===== config.mk =====
export PLATFORM = sky130hd
export DESIGN_NAME = cdb_arbiter
export DESIGN_NICKNAME = d
export VERILOG_FILES = /design/src/rtl/cdb_arbiter.sv
export SDC_FILE = /design/constraint.sdc
export NUM_CORES = 1
export LEC_CHECK = 0
export CAP_MARGIN = 20
export CELL_PAD_IN_SITES_DETAIL_PLACEMENT = 1
export CELL_PAD_IN_SITES_GLOBAL_PLACEMENT = 1
export CORE_MARGIN = 2
export CORE_UTILIZATION = 41
export DETAILED_ROUTE_END_ITERATION = 6
export MAX_ROUTING_LAYER = met4
export PLACE_DENSITY = 0.85
export SYNTH_ARGS = -nofsm -noshare
export SYNTH_HDL_FRONTEND = slang
export SYNTH_SLANG_ARGS = --single-unit

===== constraint.sdc =====
create_clock -name clk -period 13.47 [get_ports clk]
set_clock_uncertainty 0.1 [all_clocks]
set_input_delay 1.347 -clock clk [delete_from_list [all_inputs] [get_ports clk]]
set_output_delay 1.347 -clock clk [all_outputs]
set_load 0.005 [all_outputs]

===== src/rtl/cdb_arbiter.sv =====
// rtl/cdb_arbiter.sv - round-robin common data bus arbiter with one result slot per functional unit
module cdb_arbiter #(
  parameter int NUM_REQ = 4,
  parameter int TAG_W   = 4,
  parameter int DATA_W  = 32
) (
  input  logic                      clk,
  input  logic                      rst,
  input  logic                      flush,
  input  logic [NUM_REQ-1:0]        req_valid,
  input  logic [NUM_REQ*TAG_W-1:0]  req_tag,
  input  logic [NUM_REQ*DATA_W-1:0] req_value,
  output logic [NUM_REQ-1:0]        req_ready,
  output logic                      cdb_valid,
  output logic [TAG_W-1:0]          cdb_tag,
  output logic [DATA_W-1:0]         cdb_value,
  output logic [NUM_REQ-1:0]        grant
);

  localparam int             PTR_W     = (NUM_REQ > 1) ? $clog2(NUM_REQ) : 1;
  localparam logic [PTR_W:0] NUM_REQ_W = (PTR_W+1)'(NUM_REQ);
  localparam logic [PTR_W-1:0] LAST_IDX = PTR_W'(NUM_REQ - 1);

  logic [NUM_REQ-1:0] slot_valid;
  logic [TAG_W-1:0]   slot_tag   [NUM_REQ];
  logic [DATA_W-1:0]  slot_value [NUM_REQ];
  logic [PTR_W-1:0]   rr_ptr;

  logic               win_found;
  logic [PTR_W-1:0]   win_idx;
  logic [PTR_W-1:0]   rr_next;
  logic [PTR_W:0]     scan_sum;
  logic [PTR_W-1:0]   scan_idx;

  // Scan from rr_ptr with wraparound; one extra bit keeps the modulo exact for any NUM_REQ.
  always_comb begin
    win_found = 1'b0;
    win_idx   = '0;
    scan_sum  = '0;
    scan_idx  = '0;
    for (int k = 0; k < NUM_REQ; k++) begin
      scan_sum = {1'b0, rr_ptr} + (PTR_W+1)'(k);
      if (scan_sum >= NUM_REQ_W) begin
        scan_sum = scan_sum - NUM_REQ_W;
      end
      scan_idx = scan_sum[PTR_W-1:0];
      if (!win_found && slot_valid[scan_idx]) begin
        win_found = 1'b1;
        win_idx   = scan_idx;
      end
    end
  end

  always_comb begin
    grant     = '0;
    cdb_valid = 1'b0;
    cdb_tag   = '0;
    cdb_value = '0;
    if (win_found) begin
      cdb_tag   = slot_tag[win_idx];
      cdb_value = slot_value[win_idx];
      if (!flush) begin
        cdb_valid      = 1'b1;
        grant[win_idx] = 1'b1;
      end
    end
  end

  assign rr_next   = (win_idx == LAST_IDX) ? '0 : win_idx + PTR_W'(1);
  // A granted slot drains this cycle, so it can accept a replacement in the same edge.
  assign req_ready = flush ? '0 : (~slot_valid | grant);

  always_ff @(posedge clk or posedge rst) begin
    if (rst) begin
      slot_valid <= '0;
      rr_ptr     <= '0;
      for (int i = 0; i < NUM_REQ; i++) begin
        slot_tag[i]   <= '0;
        slot_value[i] <= '0;
      end
    end else if (flush) begin
      slot_valid <= '0;
      rr_ptr     <= '0;
    end else begin
      for (int i = 0; i < NUM_REQ; i++) begin
        if (req_valid[i] && req_ready[i]) begin
          slot_valid[i] <= 1'b1;
          slot_tag[i]   <= req_tag[i*TAG_W +: TAG_W];
          slot_value[i] <= req_value[i*DATA_W +: DATA_W];
        end else if (grant[i]) begin
          slot_valid[i] <= 1'b0;
        end
      end
      if (win_found) begin
        rr_ptr <= rr_next;
      end
    end
  end

endmodule


Yosys cells after proc, flatten, opt, wreduce, memory -nomap -nowiden
Cells that the tools add are included.
Storage, ports and cells
  bits in registers: 150
  output and inout bits: 45
  input bits: 151
  logic and storage cells: 104
Cells by class
  add/subtract/negate cells: 8
  bitwise operators: 4
  magnitude comparators: 11
  reduce and logical (&&, ||, !) cells: 20
  equality and inequality tests: 1
  multiplexer cells: 47
Operators by type and width (number)
  two-way mux 32 bit: 3
  binary-select mux 32 bit (select 2 bit): 1
  two-way mux 4 bit: 7
  two-way mux 2 bit: 11
  two-way mux 1 bit: 19
  < comparator 2 x 3 -> 1 bit, second input constant: 5
  greater-or-equal comparator 3 bit, second input constant: 4
  nonzero test 3 bit: 4
  binary-select mux 1 bit (select 2 bit): 4
  binary-select mux 4 bit (select 2 bit): 1
  logical AND 1 bit: 8
  AND reduction 2 bit: 4
  subtractor 2 x 1 -> 2 bit, second input constant: 4
  adder 2 x 2 -> 3 bit, second input constant: 2
  NOT 4 bit: 1
  OR 4 bit: 1
  adder 2 x 1 -> 3 bit, second input constant: 1
  greater-or-equal comparator 2 x 3 -> 1 bit, second input constant: 1
  zero test 1 bit: 3
  NOT 2 -> 3 bit: 1
  adder 2 x 1 -> 2 bit, second input constant: 1
  demux 1 bit (select 2 bit): 1
  == test 2 bit, second input constant: 1
  greater-or-equal comparator 2 x 1 -> 1 bit, second input constant: 1
  other kinds (2): 2

Logic depth before layout (Yosys ltp)
  depth in word-level cells: 25
  gate-level depth with buffers: 13
  gate-level depth less buffers: 9

Least setup slack after synthesis
OpenSTA, ideal clock, no wires.
  path kind: input-to-output
  start: in flush
  end: out grant[2]
  buffers on the path: 1
  slack: 10.039 ns
  stages on the path: 4
  data required time: 12.023 ns
  arrival time: 1.984 ns
  cells stage by stage: clkbuf_1 -> nand2b_1 -> inv_1 -> and2_1
On the way
  cells in the longest elaborated chain, start to end: 2
Ends and longest elaborated chain
  start, declared: RTL line 9  | input logic flush,
  two-way mux 4 bit: RTL line 62  | if (!flush) begin
  two-way mux 4 bit: RTL line 59  | if (win_found) begin
  end, declared: RTL line 17  | output logic [NUM_REQ-1:0] grant
No other way between the ends.

Final worst setup path
  start: reg rr_ptr[1]
  end: out cdb_value[3]
On the way
  cells in the longest elaborated chain, start to end: 19
  elaborated cells between the ends (all ways): 42
  those cells by class: 7 x add/sub; 4 x order compare; 24 x mux; 1 x bitwise; 6 x reduce/logical
Ends and longest elaborated chain
  start, declared: RTL line 27  | logic [PTR_W-1:0] rr_ptr;
  start signal, assigned: RTL line 95  | rr_ptr <= rr_next;
  branches (longest 18 deep; another with adder 2 x 1 -> 3 bit)
  two-way mux 32 bit *: RTL line 59
  end, declared: RTL line 16  | output logic [DATA_W-1:0] cdb_value,
Every way passes the cells marked *. The select of a mux whose other input is x is not followed.

==> reports/metrics.cfg <==
[outcome]
status=finished, final reports clean

[grt]
grt.overflow.total=0
grt_pass1_vias=5665
grt_pass1_wl_um=31900
antenna_found_initial=1
grt_usage_pct=24.3
grt_max_degree=77

[setup_path]
cp.depth=9
cp_top_family=buffers and inverters
crit_required_ns=12.02
crit_type=flop to output pin
start_kind=flop
cp_num_buf_inv=4
cp-end-kind=output pin
r2r_cells=10
critPathMaxStageDelay_ns=0.56
rrSetupSlack_ns=9.70
crit_path_max_fanout=43
arrival_ns=3.43
crit_chain=nand2b_1, a21oi_1, nor3_4, buf_4, inv_4, buf_16, mux2i_1, o22ai_1, clkdlybuf4s50_1
cp_slowest_cell=clkdlybuf4s50_1

[synthesis]
ys_seq_area_share_pct=54.9
yosys.area.top_type=dfrtp_1
synth.avg_cell_area_um2=13.8
synth_seq_cells=150
ys_types=30
syn-cell-area_um2=6830
yosys-top-cells-area=dfrtp_1 (55%), mux2_2 (19%), mux2i_1 (11%)
syn_nets=647
synth_top_area_share_pct=54.9
postSynthCellCount=495
synth_warnings=0

[sta]
finalCriticalPeriod_ns=4.87
rsz0062_at_grt=no
final_max_slew_viol_count=0
fmax_mhz=205
relSlewSlack_pct=25.6
hold_viol_final=0
post-route-period-util_pct=36.2
worst_slew_pin_slew_ns=1.11
fin_ws_ns=8.60
tns_ns=0
setup_viol=0

[clocking]
clock_latency_ns=0.42
clk_pin_slew_ns=0.06
cts-resized-gates=0
cts_tree=built
cts_root_buf=clkbuf_16
ctsHtreeMaxLevel=4
numCtsBuffers=17
holdBufCountCts=0
cts_setup_buffers=0
clock-sinks=150
clk_path_buf_depth=2

[power_and_ir_drop]
swShare_pct=26.5
clockPowerShare_pct=34.9
power.density_nw_per_um2=162
combPwrFrac_pct=26.6
p_leak_nw=4.18
totalPowerFinal_w=0.00157
switchingPower_w=0.000415
power_frac_seq_pct=38.5
p_int_w=0.00115
peakVddDrop_v=0.0000886

[detailed_routing]
drtIter0Drc=126
vias=4806
antenna_left=0
drt_wl_total_um=20000
drtPass1Iterations=4
vias_per_cell=5.24
wl_per_cell_um=21.8
drc=0

[cells_and_area]
area.growth.synth_to_final_pct=41.7
final_util_pct=58.8
nNetsFinal=835
final_common_cell=clkdlybuf4s50_1
final_cell_mix=clkdlybuf4s50_1 (195), dfrtp_1 (150), mux2_2 (114), mux2i_1 (72), o22ai_1 (37)
drive_gt1_share_pct=23.1
stdcell_area_um2=9680

[place]
placed_area_um2=8980
io_buffers=195
dp_hpwl_um=13700
routabilityCongestion=0.827
dp_slack_ns=8.81

[die]
ios=196
core_area_um2=16500
die_area_um2=17700
die_y_um=133
start_util_pct=41.5
row_count=47
die_w_um=133

[min_path]
hp-class=flop to flop
whs_path_depth=1

[job]
maxCapViolCount=0

## worst reg2reg max path, delay by kind of cell, from the launching register on
kind                       cells  cell delay, ns
adders and majority gates      1            0.17
AOI/OAI and AO/OA              3            0.87
and+or+nand+nor                3            1.08
muxes                          1            0.45
DFF                            1            0.52
buffers and inverters          2            0.46
## final timing paths
kind	end	from
max	cdb_value[3]	rr_ptr[1]
min	slot_value[123]	slot_value[123]
max reg2reg	slot_value[47]	rr_ptr[1]
min reg2reg	slot_value[123]	slot_value[123]
max in group asynchronous	slot_value[85]	rst
min in group asynchronous	slot_value[122]	rst
## cell type report
| class | count | area (um2) |
|---|---|---|
| diodes | 1 | 2.50 |
| multi-input cells | 303 | 2910 |
| clock buffers | 23 | 478 |
| well taps | 220 | 275 |
| flip-flops and latches | 150 | 3750 |
| inverters | 9 | 41.3 |
| fillers | 1614 | 6780 |
| clock inverters | 9 | 195 |
| repair buffers | 202 | 2030 |
## logic make-up after synthesis
logic type | after synthesis | synth area share [%]
AO/OA/AOI/OAI | 56 | 5.42
adder cells (fa/ha/maj) | 1 | 0.183
buffers and inverters | 42 | 3.06
flip-flops | 150 | 54.9
multiplexers | 216 | 34.3
AND/OR/NAND/NOR | 30 | 2.14
## cells in the mapped netlist
master,count
nor3b_1,1
o211ai_1,1
o2bb2ai_1,1
o22ai_1,37
o22ai_2,1
inv_1,6
buf_4,1
or3b_1,1
a21oi_1,11
clkbuf_1,9
buf_6,3
o41ai_4,1
and2_1,3
inv_2,3
mux2_2,114
dfrtp_1,150
nand2_1,4
nor3_2,1
nand2b_1,2
ha_1,1
a21o_1,1
buf_2,20
o21ai_0,1
or3_1,1
nor3_1,3
o21a_1,1
mux2_1,30
nor2_1,14
mux2i_1,72
a211oi_1,1
## through the flow
step / instances / hold WS [ns]
after floorplan: 495 / 0.357
after global placement: 882 / 0.368
after detailed placement: 883 / 0.375
after CTS: 915 / 0.388
after global routing: 917 / 0.412
final: 917 / 0.389
## layer usage
metal | part of all wire, % | GRT usage, %
met1 | 40 | 27.7
met2 | 53 | 42.4
met3 | 4.5 | 5.37
met4 | 2.4 | 8.27
met5 | 0 | -
## power groups by stage
stage	Combinational, W	Clock (W)	Sequential (W)
after floorplan	0.000237	0	0.000588
after global placement	0.000398	0	0.000599
after detailed placement	0.000416	0	0.000611
after CTS	0.000422	0.000554	0.000604
after global routing	0.000450	0.000574	0.000617
final	0.000418	0.000547	0.000605
## sequential cells by signal, indices dropped and copies added (netlist names)
register    flops
slot_tag       16
rr_ptr          2
slot_valid      4
slot_value    128
Power figures use the tool's default switching activity.
